`src/rtl/operand_fetch_pkg.sv`:
```
// -----------------------------------------------------------------------------
// operand_fetch_pkg
// Shared instruction-field layout and datapath types for the operand fetch
// and execute stages. Field positions live only here so that every stage
// decodes register indices identically.
// -----------------------------------------------------------------------------
package operand_fetch_pkg;

    localparam int XLEN      = 32;
    localparam int NUM_REGS  = 32;
    localparam int REG_IDX_W = 5;

    // Instruction field positions (RISC-V base encoding).
    localparam int OPCODE_LSB = 0;
    localparam int OPCODE_MSB = 6;
    localparam int RD_LSB     = 7;
    localparam int RD_MSB     = 11;
    localparam int FUNCT3_LSB = 12;
    localparam int FUNCT3_MSB = 14;
    localparam int RS1_LSB    = 15;
    localparam int RS1_MSB    = 19;
    localparam int RS2_LSB    = 20;
    localparam int RS2_MSB    = 24;

    typedef logic [XLEN-1:0]      word_t;
    typedef logic [REG_IDX_W-1:0] reg_idx_t;

    // Contents of the operand fetch -> ALU pipeline register.
    typedef struct packed {
        word_t instruction;
        word_t pc;
        word_t op_a;
        word_t op_b;
    } fetch_slot_t;

    function automatic reg_idx_t rs1_of(input word_t instr);
        return instr[RS1_MSB:RS1_LSB];
    endfunction

    function automatic reg_idx_t rs2_of(input word_t instr);
        return instr[RS2_MSB:RS2_LSB];
    endfunction

endpackage

```
`src/rtl/operand_fetch_if.sv`:
```
// -----------------------------------------------------------------------------
// operand_fetch_if
// Bundles the operand fetch stage's bus signals:
//   upstream  : in_valid, in_ready, in_instruction, in_pc
//   downstream: out_valid, out_ready, out_instruction, out_pc, out_op_a, out_op_b
//   writeback : wb_en, wb_rd, wb_data
//   control   : flush (branch redirect)
// Modport slave is the operand fetch stage, master is its environment.
// -----------------------------------------------------------------------------
interface operand_fetch_if;
    import operand_fetch_pkg::*;

    logic     in_valid;
    logic     in_ready;
    word_t    in_instruction;
    word_t    in_pc;

    logic     out_valid;
    logic     out_ready;
    word_t    out_instruction;
    word_t    out_pc;
    word_t    out_op_a;
    word_t    out_op_b;

    logic     wb_en;
    reg_idx_t wb_rd;
    word_t    wb_data;

    logic     flush;

    modport slave (
        input  in_valid, in_instruction, in_pc,
        input  out_ready,
        input  wb_en, wb_rd, wb_data,
        input  flush,
        output in_ready,
        output out_valid, out_instruction, out_pc, out_op_a, out_op_b
    );

    modport master (
        output in_valid, in_instruction, in_pc,
        output out_ready,
        output wb_en, wb_rd, wb_data,
        output flush,
        input  in_ready,
        input  out_valid, out_instruction, out_pc, out_op_a, out_op_b
    );

endinterface

```
`src/rtl/operand_fetch_reg_file.sv`:
```
// -----------------------------------------------------------------------------
// reg_file
// 32 x 32-bit integer register file with x0 hardwired to zero.
// Ports:
//   clk, rst_n        : clock, asynchronous active-low reset (clears all regs)
//   raddr_a / rdata_a : combinational read port A
//   raddr_b / rdata_b : combinational read port B
//   we, waddr, wdata  : synchronous write port; writes to x0 are dropped
// -----------------------------------------------------------------------------
module reg_file
    import operand_fetch_pkg::*;
(
    input  logic     clk,
    input  logic     rst_n,
    input  reg_idx_t raddr_a,
    output word_t    rdata_a,
    input  reg_idx_t raddr_b,
    output word_t    rdata_b,
    input  logic     we,
    input  reg_idx_t waddr,
    input  word_t    wdata
);

    word_t regs [NUM_REGS];

    always_ff @(posedge clk or negedge rst_n) begin
        if (!rst_n) begin
            // NOTE: memory arrays are normally left unreset, but this file
            // must read all-zero while rst_n is low, so every entry is cleared.
            for (int i = 0; i < NUM_REGS; i++) begin
                regs[i] <= '0;
            end
        end else if (we && waddr != '0) begin
            // NOTE: sequential state uses <= so all flops sample pre-edge values.
            regs[waddr] <= wdata;
        end
    end

    // x0 is forced to zero at the read mux rather than relying on storage.
    assign rdata_a = (raddr_a == '0) ? '0 : regs[raddr_a];
    assign rdata_b = (raddr_b == '0) ? '0 : regs[raddr_b];

endmodule

```
`src/rtl/operand_fetch.sv`:
```
// -----------------------------------------------------------------------------
// operand_fetch
// Reads source operands for a decoded instruction and hands the instruction,
// its pc and both operands to the ALU stage through a one-entry pipeline
// register with valid/ready flow control.
// Ports:
//   clk   : rising-edge clock
//   rst_n : asynchronous active-low reset
//   bus   : operand_fetch_if.slave (upstream, downstream, writeback, flush)
// Behaviour:
//   - operands captured on transfer, with same-edge writeback bypass
//   - while stalled, writebacks to the held rs1/rs2 refresh the held operands
//   - flush empties the stage and blocks new transfers for that cycle
// -----------------------------------------------------------------------------
module operand_fetch
    import operand_fetch_pkg::*;
(
    input  logic            clk,
    input  logic            rst_n,
    operand_fetch_if.slave  bus
);

    reg_idx_t    in_rs1;
    reg_idx_t    in_rs2;
    reg_idx_t    held_rs1;
    reg_idx_t    held_rs2;
    word_t       rf_rdata_a;
    word_t       rf_rdata_b;
    word_t       fwd_a;
    word_t       fwd_b;
    logic        wb_live;
    logic        transfer;
    logic        valid_q;
    fetch_slot_t slot_q;

    assign in_rs1   = rs1_of(bus.in_instruction);
    assign in_rs2   = rs2_of(bus.in_instruction);
    assign held_rs1 = rs1_of(slot_q.instruction);
    assign held_rs2 = rs2_of(slot_q.instruction);

    // A writeback that actually changes architectural state (x0 never does).
    assign wb_live  = bus.wb_en && (bus.wb_rd != '0);

    assign bus.in_ready = !bus.flush && (!valid_q || bus.out_ready);
    assign transfer     = bus.in_valid && bus.in_ready;

    reg_file u_reg_file (
        .clk     (clk),
        .rst_n   (rst_n),
        .raddr_a (in_rs1),
        .rdata_a (rf_rdata_a),
        .raddr_b (in_rs2),
        .rdata_b (rf_rdata_b),
        .we      (bus.wb_en),
        .waddr   (bus.wb_rd),
        .wdata   (bus.wb_data)
    );

    // Same-edge bypass: the register file write lands on this edge too, so
    // the read port still shows the stale value.
    always_comb begin
        // NOTE: defaults first so no path leaves a variable unassigned (no latch).
        fwd_a = rf_rdata_a;
        fwd_b = rf_rdata_b;
        if (wb_live && bus.wb_rd == in_rs1) fwd_a = bus.wb_data;
        if (wb_live && bus.wb_rd == in_rs2) fwd_b = bus.wb_data;
    end

    always_ff @(posedge clk or negedge rst_n) begin
        if (!rst_n) begin
            valid_q <= 1'b0;
            slot_q  <= '0;
        end else if (bus.flush) begin
            valid_q <= 1'b0;
        end else if (transfer) begin
            valid_q            <= 1'b1;
            slot_q.instruction <= bus.in_instruction;
            slot_q.pc          <= bus.in_pc;
            slot_q.op_a        <= fwd_a;
            slot_q.op_b        <= fwd_b;
        end else if (bus.out_ready) begin
            valid_q <= 1'b0;
        end else if (valid_q) begin
            // Stalled: keep held operands coherent with the register file.
            if (wb_live && bus.wb_rd == held_rs1) slot_q.op_a <= bus.wb_data;
            if (wb_live && bus.wb_rd == held_rs2) slot_q.op_b <= bus.wb_data;
        end
    end

    assign bus.out_valid       = valid_q;
    assign bus.out_instruction = slot_q.instruction;
    assign bus.out_pc          = slot_q.pc;
    assign bus.out_op_a        = slot_q.op_a;
    assign bus.out_op_b        = slot_q.op_b;

endmodule

```
`src/flat_wrapper.sv`:
```
// flat-port wrapper written by rule: the top's interface ports become plain ports
module operand_fetch_flat import operand_fetch_pkg::*;
  (clk, rst_n, bus_in_valid, bus_in_instruction, bus_in_pc, bus_out_ready, bus_wb_en, bus_wb_rd, bus_wb_data, bus_flush, bus_in_ready, bus_out_valid, bus_out_instruction, bus_out_pc, bus_out_op_a, bus_out_op_b);
  operand_fetch_if bus_i ();
  input  logic clk;
  input  logic rst_n;
  input wire logic [$bits(bus_i.in_valid)-1:0] bus_in_valid;
  input wire logic [$bits(bus_i.in_instruction)-1:0] bus_in_instruction;
  input wire logic [$bits(bus_i.in_pc)-1:0] bus_in_pc;
  input wire logic [$bits(bus_i.out_ready)-1:0] bus_out_ready;
  input wire logic [$bits(bus_i.wb_en)-1:0] bus_wb_en;
  input wire logic [$bits(bus_i.wb_rd)-1:0] bus_wb_rd;
  input wire logic [$bits(bus_i.wb_data)-1:0] bus_wb_data;
  input wire logic [$bits(bus_i.flush)-1:0] bus_flush;
  output wire logic [$bits(bus_i.in_ready)-1:0] bus_in_ready;
  output wire logic [$bits(bus_i.out_valid)-1:0] bus_out_valid;
  output wire logic [$bits(bus_i.out_instruction)-1:0] bus_out_instruction;
  output wire logic [$bits(bus_i.out_pc)-1:0] bus_out_pc;
  output wire logic [$bits(bus_i.out_op_a)-1:0] bus_out_op_a;
  output wire logic [$bits(bus_i.out_op_b)-1:0] bus_out_op_b;
  assign bus_i.in_valid = bus_in_valid;
  assign bus_i.in_instruction = bus_in_instruction;
  assign bus_i.in_pc = bus_in_pc;
  assign bus_i.out_ready = bus_out_ready;
  assign bus_i.wb_en = bus_wb_en;
  assign bus_i.wb_rd = bus_wb_rd;
  assign bus_i.wb_data = bus_wb_data;
  assign bus_i.flush = bus_flush;
  assign bus_in_ready = bus_i.in_ready;
  assign bus_out_valid = bus_i.out_valid;
  assign bus_out_instruction = bus_i.out_instruction;
  assign bus_out_pc = bus_i.out_pc;
  assign bus_out_op_a = bus_i.out_op_a;
  assign bus_out_op_b = bus_i.out_op_b;
  operand_fetch u_core (.clk(clk), .rst_n(rst_n), .bus(bus_i));
endmodule
```
`config.mk`:
```
export PLATFORM = sky130hd
export DESIGN_NAME = operand_fetch_flat
export DESIGN_NICKNAME = d
export VERILOG_FILES = /design/src/rtl/operand_fetch_pkg.sv /design/src/rtl/operand_fetch_if.sv /design/src/rtl/operand_fetch_reg_file.sv /design/src/rtl/operand_fetch.sv /design/src/flat_wrapper.sv
export SDC_FILE = /design/constraint.sdc
export NUM_CORES = 2
export LEC_CHECK = 0
export CAP_MARGIN = 10
export CORE_UTILIZATION = 40
export CTS_BUF_LIST = sky130_fd_sc_hd__clkbuf_4
export DETAILED_ROUTE_END_ITERATION = 10
export PLACE_DENSITY = 0.57
export REMOVE_ABC_BUFFERS = 1
export SETUP_SLACK_MARGIN = 0.4
export SLEW_MARGIN = 15
export SYNTH_ARGS = -nofsm -noshare
export SYNTH_HDL_FRONTEND = slang
export SYNTH_HIERARCHICAL = 1
export SYNTH_SLANG_ARGS = --single-unit
```
`constraint.sdc`:
```
create_clock -name clk -period 4 [get_ports clk]
set_input_delay 0.8 -clock clk [delete_from_list [all_inputs] [get_ports clk]]
set_output_delay 0.8 -clock clk [all_outputs]
set_load 0.05 [all_outputs]
```
==> out/qor.csv <==
stage;metric;value;unit
grt;grtUsageTotal;26.4;%
cts;cts-buffers-inserted;335;
finish;seq_area;28900;um2
die;start_util;40.4;%
status;status;finished, final reports clean;
die;dieArea;154000;um2
sta;max_freq;289;MHz
grt;grt_max_degree;145;
placed_design;place.gp.congestion;0.790;
die;die_height;392;um
sta;hold_viol_final;0;
job;max_cap_viol_count;0;
placed_design;io_buffers;236;
critical_path;endpoint_kind;output pin;
drt;dr_total_vias;39900;
sta;setup_viol;0;
critical_path;cp_max_fo;2;
cts;clock_latency;1.37;ns
cts;cts_tree;done;
die;num_rows;142;
yosys;syn-instance-count;4010;
die;ios;237;
finish;multi_input_area;30000;um2
critical_path;crit_required;3.20;ns
sta;skew;0.117;ns
drt;wire_per_inst;30.1;um
sta;rsz0062_at_grt;no;
critical_path;cp_data_arrival_time;2.66;ns
worst_hold_path;hold_path.class;in2reg;
drt;wl;200000;um
grt;grt_pass1_wl;294000;um
critical_path;worst_path_max_delay_cell;clkdlybuf4s50_1;
yosys;ys_seq_area_share;47.5;%
critical_path;r2r_end;u_core/bus.out_pc[3];
yosys;syn_area_per_cell;15.2;um2
critical_path;max_stage_delay;0.86;ns
critical_path;crit_chain;clkdlybuf4s50_1;
finish;stdcell_count;6634;
finish;drive_above_1_share;53.4;%
drt;drc_errors;0;
placed_design;place_inst;6055;
placed_design;dp_hpwl;119000;um
placed_design;dp_slack;0.479;ns
critical_path;start_kind;flip-flop;
finish;nets;4485;
sta;maxSlewHeadroom;28.4;%
die;core_area;150000;um2
cts;path_clk_slew;0.06;ns
drt;drt_iter0_markers;2769;
grt;grt-ovfl-total;0;
die;fp.dieW;392;um
cts;clock_sinks;1153;
grt;antenna_found_initial;7;
critical_path;reg2reg_depth;4;
yosys;syn_area;60800;um2
finish;final_common_cell;dfrtp_1;
worst_hold_path;worstHoldEndpoint;u_core/bus.out_instruction[29];
critical_path;regToRegSetupSlack;1.73;ns
cts;cts-root-buf;clkbuf_4;
yosys;ys.warnings.count;6;
yosys;yosysUniqueCellTypes;44;
finish;layout_common_cells;dfrtp_1, mux2_2, clkbuf_4;
power_and_ir_drop;vdd_drop_max;349;uV
grt;grt_pass1_vias;41900;
sta;fin_crit;3.46;ns
critical_path;crit_type;reg2out;
finish;syn2layout_area_growth;15.8;%
finish;filler_cell_count;13500;
placed_design;placed_cell_area;66400;um2
finish;fin_area;70400;um2
sta;drv_slew;0;
cts;postCtsSetupRepairBufs;0;
finish;finish.utilization;46.8;%
yosys;synth.ff_latch_count;1153;
sta;fin_ws;0.544;ns
drt;first_pass_iters;5;
worst_hold_path;whs_path_depth;2;
sta;max_slew.worst_pin.slew;1.07;ns
worst_hold_path;hold_start;bus_in_instruction[29];
critical_path;cpLargestDelayFamily;buffers and inverters;
power_and_ir_drop;total_power;34.3;mW
sta;fin_crit_sh;86.4;%
cts;h-tree-depth;5;
drt;via_per_inst;6.02;
cts;ctsLongestPathBuffers;4;
drt;antenna_left;0;
critical_path;crit_buf_inv;1;
power_and_ir_drop;power_density;487;nW/um2
power_and_ir_drop;p_leak;30.5;nW
critical_path;r2r-start;u_core/bus.out_valid;
## cells in the mapped netlist, drive strengths merged
library cell     n  area share (%)
mux2          1248              24
dfrtp         1153              47
mux4           448              17
buf            233             2.2
clkbuf         222             1.4
mux2i          128             2.1
o21ai          111            0.93
nor2b           73            0.75
a211oi          64            0.79
a22oi           64            0.79
a311oi          64            0.92
nand2           53            0.33
a221oi          46            0.66
nor2            23            0.15
o2111ai         18            0.26
xnor2           14            0.20
nand2b           6           0.062
nand3            6           0.049
xor2             6           0.086
nor3             5           0.049
and3             3           0.031
nand4            3           0.031
or4              3           0.056
a21oi            2           0.016
and2             2           0.021
inv              2           0.012
nor3b            2           0.051
o31ai            2           0.070
or2              2           0.021
and2b            1           0.012
nand4b           1           0.014
o211a            1           0.016
or3              1           0.010
## cell families after synthesis
group	share of synthesized area (%)
buffers and inverters	3.58
AO/OA/AOI/OAI	4.46
AND/OR/NAND/NOR	1.63
flip-flops	47.5
multiplexers	42.6
XOR/XNOR	0.288
## state kept, by name (all words and copies together), names as in the netlist
name / flops
u_core/bus.out_instruction: 32
u_core/bus.out_op_a: 32
u_core/bus.out_op_b: 32
u_core/bus.out_pc: 32
u_core/bus.out_valid: 1
u_core/u_reg_file/regs: 1024
## how the worst max path moves through the flow
stage                                  startpoint                 endpoint  slack [ns]  cells past startpoint
after floorplan                     bus_out_ready  u_core/bus.out_op_a[10]       -0.52                      5
final                     u_core/bus.out_op_b[19]         bus_out_op_b[19]        0.54                      1
after CTS                 u_core/bus.out_op_a[24]         bus_out_op_a[24]        0.41                      1
after global routing      u_core/bus.out_op_b[19]         bus_out_op_b[19]        0.38                      1
after global placement               bus_wb_rd[0]   u_core/bus.out_op_b[0]        0.43                      7
after detailed placement             bus_wb_rd[0]   u_core/bus.out_op_b[0]        0.48                      7
## per-layer routing
| layer | part of all wire [%] | vias up | track usage (%) |
|---|---|---|---|
| li1 | - | 16400 | - |
| met1 | 43 | 21600 | 36.2 |
| met2 | 48 | 1465 | 42.0 |
| met3 | 6.2 | 403 | 4.92 |
| met4 | 2.8 | 2 | 8.62 |
| met5 | 0.0040 | - | 0 |
## final cells by class
class	count	share of cell area, %
sequential	1153	41.0
multi-input combinational	2400	42.6
inverter	2	0.0178
antenna	15	0.0533
clock buffer	488	5.20
timing repair buffer	486	7.18
tap	2016	3.58
clock inverter	74	0.409
## through the flow
stage	setup TNS, ns	hold slack [ns]
6_report	0	0.115
5_1_grt	0	0.00138
4_1_cts	0	0.0153
3_5_place_dp	0	0.383
3_3_place_gp	0	0.377
2_1_floorplan	-33.15	0.365
## repair_timing
item                       in CTS  in global routing
hold buffers                    2                  0
setup endpoints to repair       6                  0
gates resized for setup         7                  0
hold endpoints to repair      523                  0
## power breakdown
| group | switching (mW) | total [mW] | internal [mW] |
|---|---|---|---|
| Combinational | 3.50 | 7.96 | 4.46 |
| Sequential | 1.67 | 15.6 | 13.9 |
| Clock | 5.22 | 10.8 | 5.55 |
(Power assumes the default switching activity.)
